<file path="src/rtl/mul_unit_pkg.sv">
// Shared pipeline types for the RV64M multiply unit: opcode and FSM state
// encodings, core timing, and the signed-magnitude helper.
package mul_unit_pkg;

  typedef enum logic [2:0] {
    OP_MUL    = 3'd0,
    OP_MULH   = 3'd1,
    OP_MULHSU = 3'd2,
    OP_MULHU  = 3'd3,
    OP_MULW   = 3'd4
  } mul_op_t;

  typedef enum logic [2:0] {
    ST_IDLE  = 3'd0,
    ST_LOAD  = 3'd1,
    ST_BUSY  = 3'd2,
    ST_DONE  = 3'd3,
    ST_DRAIN = 3'd4
  } mul_state_t;

  // Cycles from the core's load edge until its done pulse is visible.
  localparam int unsigned CORE_LATENCY = 64;

  // Two's-complement magnitude; 0x8000_0000_0000_0000 maps to 2^63 unsigned.
  function automatic logic [63:0] abs64(input logic [63:0] x);
    abs64 = x[63] ? (~x + 64'd1) : x;
  endfunction

endpackage

</file>
<file path="src/rtl/mul_unit_multiplier_64.sv">
// Unsigned 64x64->128 shift-add multiplier, one partial product per cycle.
// Fixed latency regardless of operand values; done is a one-cycle pulse.
module multiplier_64
  import mul_unit_pkg::*;
(
  input  logic         clk,
  input  logic         reset,
  input  logic         valid,
  input  logic [63:0]  a,
  input  logic [63:0]  b,
  output logic         done,
  output logic [127:0] product
);

  logic [127:0] acc_r;
  logic [127:0] mcand_r;
  logic [63:0]  mplier_r;
  logic [6:0]   cnt_r;
  logic         busy_r;
  logic         done_r;

  // Load on valid when idle, then accumulate one multiplier bit per cycle.
  always_ff @(posedge clk) begin
    if (reset) begin
      acc_r    <= 128'd0;
      mcand_r  <= 128'd0;
      mplier_r <= 64'd0;
      cnt_r    <= 7'd0;
      busy_r   <= 1'b0;
      done_r   <= 1'b0;
    end else begin
      done_r <= 1'b0;
      if (busy_r) begin
        if (mplier_r[0]) begin
          acc_r <= acc_r + mcand_r;
        end
        mcand_r  <= mcand_r << 1;
        mplier_r <= mplier_r >> 1;
        cnt_r    <= cnt_r + 7'd1;
        if (cnt_r == 7'(CORE_LATENCY - 1)) begin
          busy_r <= 1'b0;
          done_r <= 1'b1;
        end
      end else if (valid) begin
        acc_r    <= 128'd0;
        mcand_r  <= {64'd0, a};
        mplier_r <= b;
        cnt_r    <= 7'd0;
        busy_r   <= 1'b1;
      end
    end
  end

  assign done    = done_r;
  assign product = acc_r;

endmodule

</file>
<file path="src/rtl/mul_unit.sv">
// RV64M multiply unit: sign handling and handshake FSM wrapped around the
// unsigned iterative core. Accept-to-out_valid is CORE_LATENCY + 2 cycles.
module mul_unit
  import mul_unit_pkg::*;
(
  input  logic        clk,
  input  logic        reset,
  input  logic        in_valid,
  output logic        in_ready,
  input  mul_op_t     op,
  input  logic [63:0] a,
  input  logic [63:0] b,
  input  logic        flush,
  output logic        out_valid,
  input  logic        out_ready,
  output logic [63:0] result
);

  mul_state_t   state_r;
  mul_state_t   state_s;
  mul_op_t      op_r;
  logic [63:0]  mag_a_r;
  logic [63:0]  mag_b_r;
  logic         neg_r;
  logic         armed_r;
  logic         in_ready_r;
  logic         out_valid_r;
  logic [63:0]  result_r;

  logic [63:0]  mag_a_s;
  logic [63:0]  mag_b_s;
  logic         neg_s;
  logic         core_valid_s;
  logic         core_done_s;
  logic [127:0] core_product_s;
  logic [127:0] signed_product_s;
  logic [63:0]  result_s;

  // Operand magnitudes and result sign for the incoming request.
  always_comb begin
    mag_a_s = a;
    mag_b_s = b;
    neg_s   = 1'b0;
    case (op)
      OP_MUL, OP_MULH: begin
        mag_a_s = abs64(a);
        mag_b_s = abs64(b);
        neg_s   = a[63] ^ b[63];
      end
      OP_MULHSU: begin
        mag_a_s = abs64(a);
        mag_b_s = b;
        neg_s   = a[63];
      end
      OP_MULHU: begin
        mag_a_s = a;
        mag_b_s = b;
        neg_s   = 1'b0;
      end
      OP_MULW: begin
        mag_a_s = {32'd0, a[31:0]};
        mag_b_s = {32'd0, b[31:0]};
        neg_s   = 1'b0;
      end
      default: begin
        mag_a_s = a;
        mag_b_s = b;
        neg_s   = 1'b0;
      end
    endcase
  end

  assign core_valid_s = (state_r == ST_LOAD);

  multiplier_64 u_core (
    .clk     (clk),
    .reset   (reset),
    .valid   (core_valid_s),
    .a       (mag_a_r),
    .b       (mag_b_r),
    .done    (core_done_s),
    .product (core_product_s)
  );

  // Re-apply the sign to the core product and pick the architectural slice.
  always_comb begin
    signed_product_s = neg_r ? (~core_product_s + 128'd1) : core_product_s;
    case (op_r)
      OP_MUL:                       result_s = signed_product_s[63:0];
      OP_MULH, OP_MULHSU, OP_MULHU: result_s = signed_product_s[127:64];
      OP_MULW:                      result_s = {{32{signed_product_s[31]}}, signed_product_s[31:0]};
      default:                      result_s = signed_product_s[63:0];
    endcase
  end

  // Next-state logic; a flushed request still lets the core finish in DRAIN.
  always_comb begin
    state_s = state_r;
    case (state_r)
      ST_IDLE: begin
        if (in_valid && !flush) state_s = ST_LOAD;
        else                    state_s = ST_IDLE;
      end
      ST_LOAD: begin
        if (flush) state_s = ST_DRAIN;
        else       state_s = ST_BUSY;
      end
      ST_BUSY: begin
        // done arriving with flush means nothing is left to drain
        if (flush) begin
          if (armed_r && core_done_s) state_s = ST_IDLE;
          else                        state_s = ST_DRAIN;
        end else if (armed_r && core_done_s) begin
          state_s = ST_DONE;
        end else begin
          state_s = ST_BUSY;
        end
      end
      ST_DONE: begin
        if (flush || out_ready) state_s = ST_IDLE;
        else                    state_s = ST_DONE;
      end
      ST_DRAIN: begin
        if (core_done_s) state_s = ST_IDLE;
        else             state_s = ST_DRAIN;
      end
      default: state_s = ST_IDLE;
    endcase
  end

  // State, captured request and registered handshake/result outputs.
  always_ff @(posedge clk) begin
    if (reset) begin
      state_r     <= ST_IDLE;
      op_r        <= OP_MUL;
      mag_a_r     <= 64'd0;
      mag_b_r     <= 64'd0;
      neg_r       <= 1'b0;
      armed_r     <= 1'b0;
      in_ready_r  <= 1'b1;
      out_valid_r <= 1'b0;
      result_r    <= 64'd0;
    end else begin
      state_r     <= state_s;
      armed_r     <= (state_r == ST_BUSY);
      in_ready_r  <= (state_s == ST_IDLE);
      out_valid_r <= (state_s == ST_DONE);
      if (state_r == ST_IDLE && state_s == ST_LOAD) begin
        op_r    <= op;
        mag_a_r <= mag_a_s;
        mag_b_r <= mag_b_s;
        neg_r   <= neg_s;
      end
      if (state_r == ST_BUSY && state_s == ST_DONE) begin
        result_r <= result_s;
      end else if (state_s != ST_DONE) begin
        result_r <= 64'd0;
      end
    end
  end

  assign in_ready  = in_ready_r;
  assign out_valid = out_valid_r;
  assign result    = result_r;

endmodule

</file>
<file path="config.mk">
export PLATFORM = sky130hd
export DESIGN_NAME = mul_unit
export DESIGN_NICKNAME = d
export VERILOG_FILES = /design/src/rtl/mul_unit_pkg.sv /design/src/rtl/mul_unit_multiplier_64.sv /design/src/rtl/mul_unit.sv
export SDC_FILE = /design/constraint.sdc
export NUM_CORES = 2
export LEC_CHECK = 0
export ABC_CLOCK_PERIOD_IN_PS = 5300
export CORE_MARGIN = 2
export CORE_UTILIZATION = 30
export CTS_CLUSTER_DIAMETER = 40
export DETAILED_ROUTE_END_ITERATION = 12
export RECOVER_POWER = 100
export SETUP_SLACK_MARGIN = 0.05
export SYNTH_ARGS = -nofsm -noshare
export SYNTH_HDL_FRONTEND = slang
export SYNTH_SLANG_ARGS = --single-unit
</file>
<file path="constraint.sdc">
create_clock -name clk -period 5.3 [get_ports clk]
set_clock_uncertainty 0.15 [all_clocks]
set_input_delay 1.59 -clock clk [delete_from_list [all_inputs] [get_ports clk]]
set_output_delay 1.59 -clock clk [all_outputs]
set_load 0.02 [all_outputs]
</file>
==> reports/summary.txt <==
Critical Path, Cell by Cell - ha_1, inv_1, fa_1, nor2b_1, o211ai_1, a2111oi_0, clkbuf_1, o21bai_1, o311ai_0, clkbuf_1, clkbuf_1, and4_1, o2111ai_1, a2111oi_0, clkbuf_1, o21ai_0, mux2i_1, nand2_1
Post-CTS Hold Buffers - 0
Placed Instances - 6195
max-cap viol count - 8
IO Pins - 202
share of cells above drive strength 1 - 0.07224
global-route wire length before repair - 200.8 mm
gr usage total - 0.2170
drt first-iter violations - 3110
Final Cycle Share - 0.9486
hold wc startpoint - result[63]
FF+latch count, synth - 531
clock network fraction of design power - 0.546
M3 GR Usage - 0.02769
CTS Sinks - 531
post-synthesis async set-or-reset flop share - 0
Setup Buffers After CTS - 0
internal power - 8.230 mW
Reg power frac - 0.374
status - finished, violations left
Core Area - 114300 um^2
pwr dens - 267.0 nW/um^2
Mapped Area - 34570 um^2
Skew-Pair Late Insertion Delay - 680 ps
critical path fanouts, max - 5
post-synth top area cell - dfxtp_1
combinational fraction of design power - 0.080
number of synthesized flops with an enable pin - 0
post-route ant nets - 0
via/cell ratio - 5.568
Congestion Overflow GR - 0
Peak VDD IR - 0.2424 mV
DP HPWL - 100.9 mm
relative slew slack - -0.7548
global placement routability congestion - 0.9891
CP max stage delay - 490 ps
wire per inst - 20.80 um
CP Depth - 18
Via Count - 35400
setup_tns - 0 ps
Synth Instances - 4615
RSZ-0062 raised after global routing - false
1st-pass router iterations - 5
routing usage on met1 - 0.3004
htree depth - 3
top post-synthesis cells by area - dfxtp_1, nor2_1, a21oi_1
clock buffer count from CTS - 90
crit path max-delay cell type - a2111oi_0
Final #Nets - 5043
violated checks - capacitance limit, slew limit
sw power - 2.896 mW
area of the multi-input gates - 22510 um^2
clock slew at reported path FFs - 50 ps
CTS tree - built
pin count of the biggest net entering global routing - 256
vias in the first global route - 32730
WL final - 132.2 mm
clk buf depth - 3
Worst Setup SP - u_core.mcand_r[0]
Fill cells - 12030
worst slew pin tran - 2623 ps
worst hold path type - flip-flop to flip-flop
Storage cell area - 10630 um^2
Starting Density - 0.3023
FF-to-FF Start - u_core.mcand_r[0]
endpoints failing hold - 0
Synthesized Nets - 4883
met2 Use GR - 0.3401
Min-Delay Path Depth - 2
Synth Area per Inst - 7.491 um^2
Site Rows - 124
post-CTS sizing - 0
Ys Warns - 0
Die W - 343.5 um
final non-filler cell area - 41670 um^2
post-synthesis sequential area ratio - 0.3075
# DRC - 0
Fmax - 198.9 MHz
Finished Core Util - 0.3644
max-slew violations - 502
R2R depth - 18
Crit path max-delay family - compound AO/OA/AOI/OAI gates
initial antenna violation count - 2
Net Sw Frac - 0.2603
CP bufs+invs - 5
Power Total - 11.13 mW
gr busiest metal - met2
Worst EP required - 5700 ps
Min Clock Period, post-route - 5028 ps
die area - 118000 um^2
critical path capture point type - flip-flop
arrival time worst endpoint - 5430 ps
post-synth top area share - 0.3075
port bufs - 201
Area growth, synth to finish - 20.54%
Startpoint Class - flip-flop
Cell Area, Placed - 38840 um^2
final setup vio count - 0
CP most frequent cell - clkbuf_1
clk root buf - clkbuf_16
Die Y - 343.5 um
Crit Path Class - flip-flop to flip-flop
post-synth cell types - 93
Post-synth top flop - dfxtp_1
final cell count without fillers - 6358
P_leak - 16.34 nW
per-layer routing:
metal	up-vias	wire [um]
li1	17160	-
met1	16720	59980
met2	1262	58120
met3	258	8411
met4	2	5706
met5	-	16
worst min-delay path: cells and delay by family (launching register included):
family           cells  cell delay [ps]
DFF                  1              300
and+or+nand+nor      2               90
power groups by stage:
| stage | logic [mW] | registers (mW) | clock network [mW] |
|---|---|---|---|
| 2_1_floorplan | 0.551 | 4.21 | 0 |
| 6_report | 0.887 | 4.17 | 6.07 |
| 4_1_cts | 0.884 | 4.16 | 6.17 |
| 3_5_place_dp | 0.881 | 4.25 | 0 |
| 5_1_grt | 0.972 | 4.17 | 6.37 |
| 3_3_place_gp | 0.873 | 4.25 | 0 |
cells in the mapped netlist, types with 25 or more instances:
cell type  instances
a211oi_1          61
a21o_1            92
a21oi_1          485
a221oi_1          25
a22o_1            88
a22oi_1           37
a31oi_1           46
buf_1             30
clkbuf_1         282
dfxtp_1          531
ha_1             131
inv_1             54
mux2i_1          144
nand2_1          467
nand2b_1          29
nand3_1           98
nand4_1           77
nor2_1           680
nor3_1           141
nor4_1            35
o211ai_1          27
o21a_1            25
o21ai_0          294
o21bai_1          32
o31ai_1           63
o41ai_1           32
or3_1             58
or4_1             38
xnor2_1          127
xor2_1           118
flip-flops by register name (all words and copies together) (netlist names):
register         cells
mag_a_r             64
armed_r              1
state_r              3
mag_b_r             64
result              64
u_core.done          1
u_core.cnt_r         7
u_core.mplier_r     64
in_ready             1
u_core.busy_r        1
op_r                 3
out_valid            1
u_core.mcand_r     128
u_core.product     128
neg_r                1
path summary, 6_finish.rpt:
path	to	slack, ps
worst max-delay path	u_core.product[122]	270
worst max register to register	u_core.product[122]	270
worst min-delay path	result[63]	290
worst min register to register	result[63]	290
final cells by class:
type	instances	area share
clock inverter	58	0.01769
inverter	54	0.004864
sequential	531	0.2552
timing repair buffer	385	0.07882
antenna	1	0.00006005
clock buffer	104	0.05774
tap	1512	0.04540
multi-input combinational	3713	0.5402
kinds of logic (layout without fill, tap and decap cells):
family / Yosys count / after routing / synth area share
DFF: 531 / 531 / 0.3075
other: 0 / 1 / 0
buffers and inverters: 371 / 601 / 0.04072
and+or+nand+nor: 1744 / 1744 / 0.2317
AOI/OAI and AO/OA: 1440 / 1440 / 0.2653
xor gates and xnor gates: 245 / 245 / 0.06207
adders and majority gates: 132 / 132 / 0.04799
muxes: 152 / 152 / 0.04473
per-stage QoR:
step	worst slack, ps	hold slack (ps)
4_1_cts	401.8	291.9
6_report	272.2	285.3
2_1_floorplan	395.5	281.5
3_5_place_dp	-276.4	285.3
5_1_grt	95.19	308.9
3_3_place_gp	-229.4	279.1
placed cells by master, fill, tap and decap left out, drive strengths merged, types with 20 or more instances in the layout:
cell type and count:
inv 74, a311oi 20, dfxtp 531, o41ai 36, clkbuf 153, nand2 467
o211ai 27, a21o 92, buf 134, a21oi 485, nand2b 29, o21bai 32
or4 42, ha 131, xnor2 127, or3 59, nor3 142, o21ai 299
dlygate4sd3 70, clkdlybuf4s50 130, and3 21, o31ai 63, clkinv 20, a22oi 37
a221oi 25, nand3 99, a211oi 61, nor4 39, mux2i 144, a22o 88
nand4 78, xor2 118, a31oi 46, or2 25, o21a 25, nor2 680
Power figures use the tool's default switching activity.
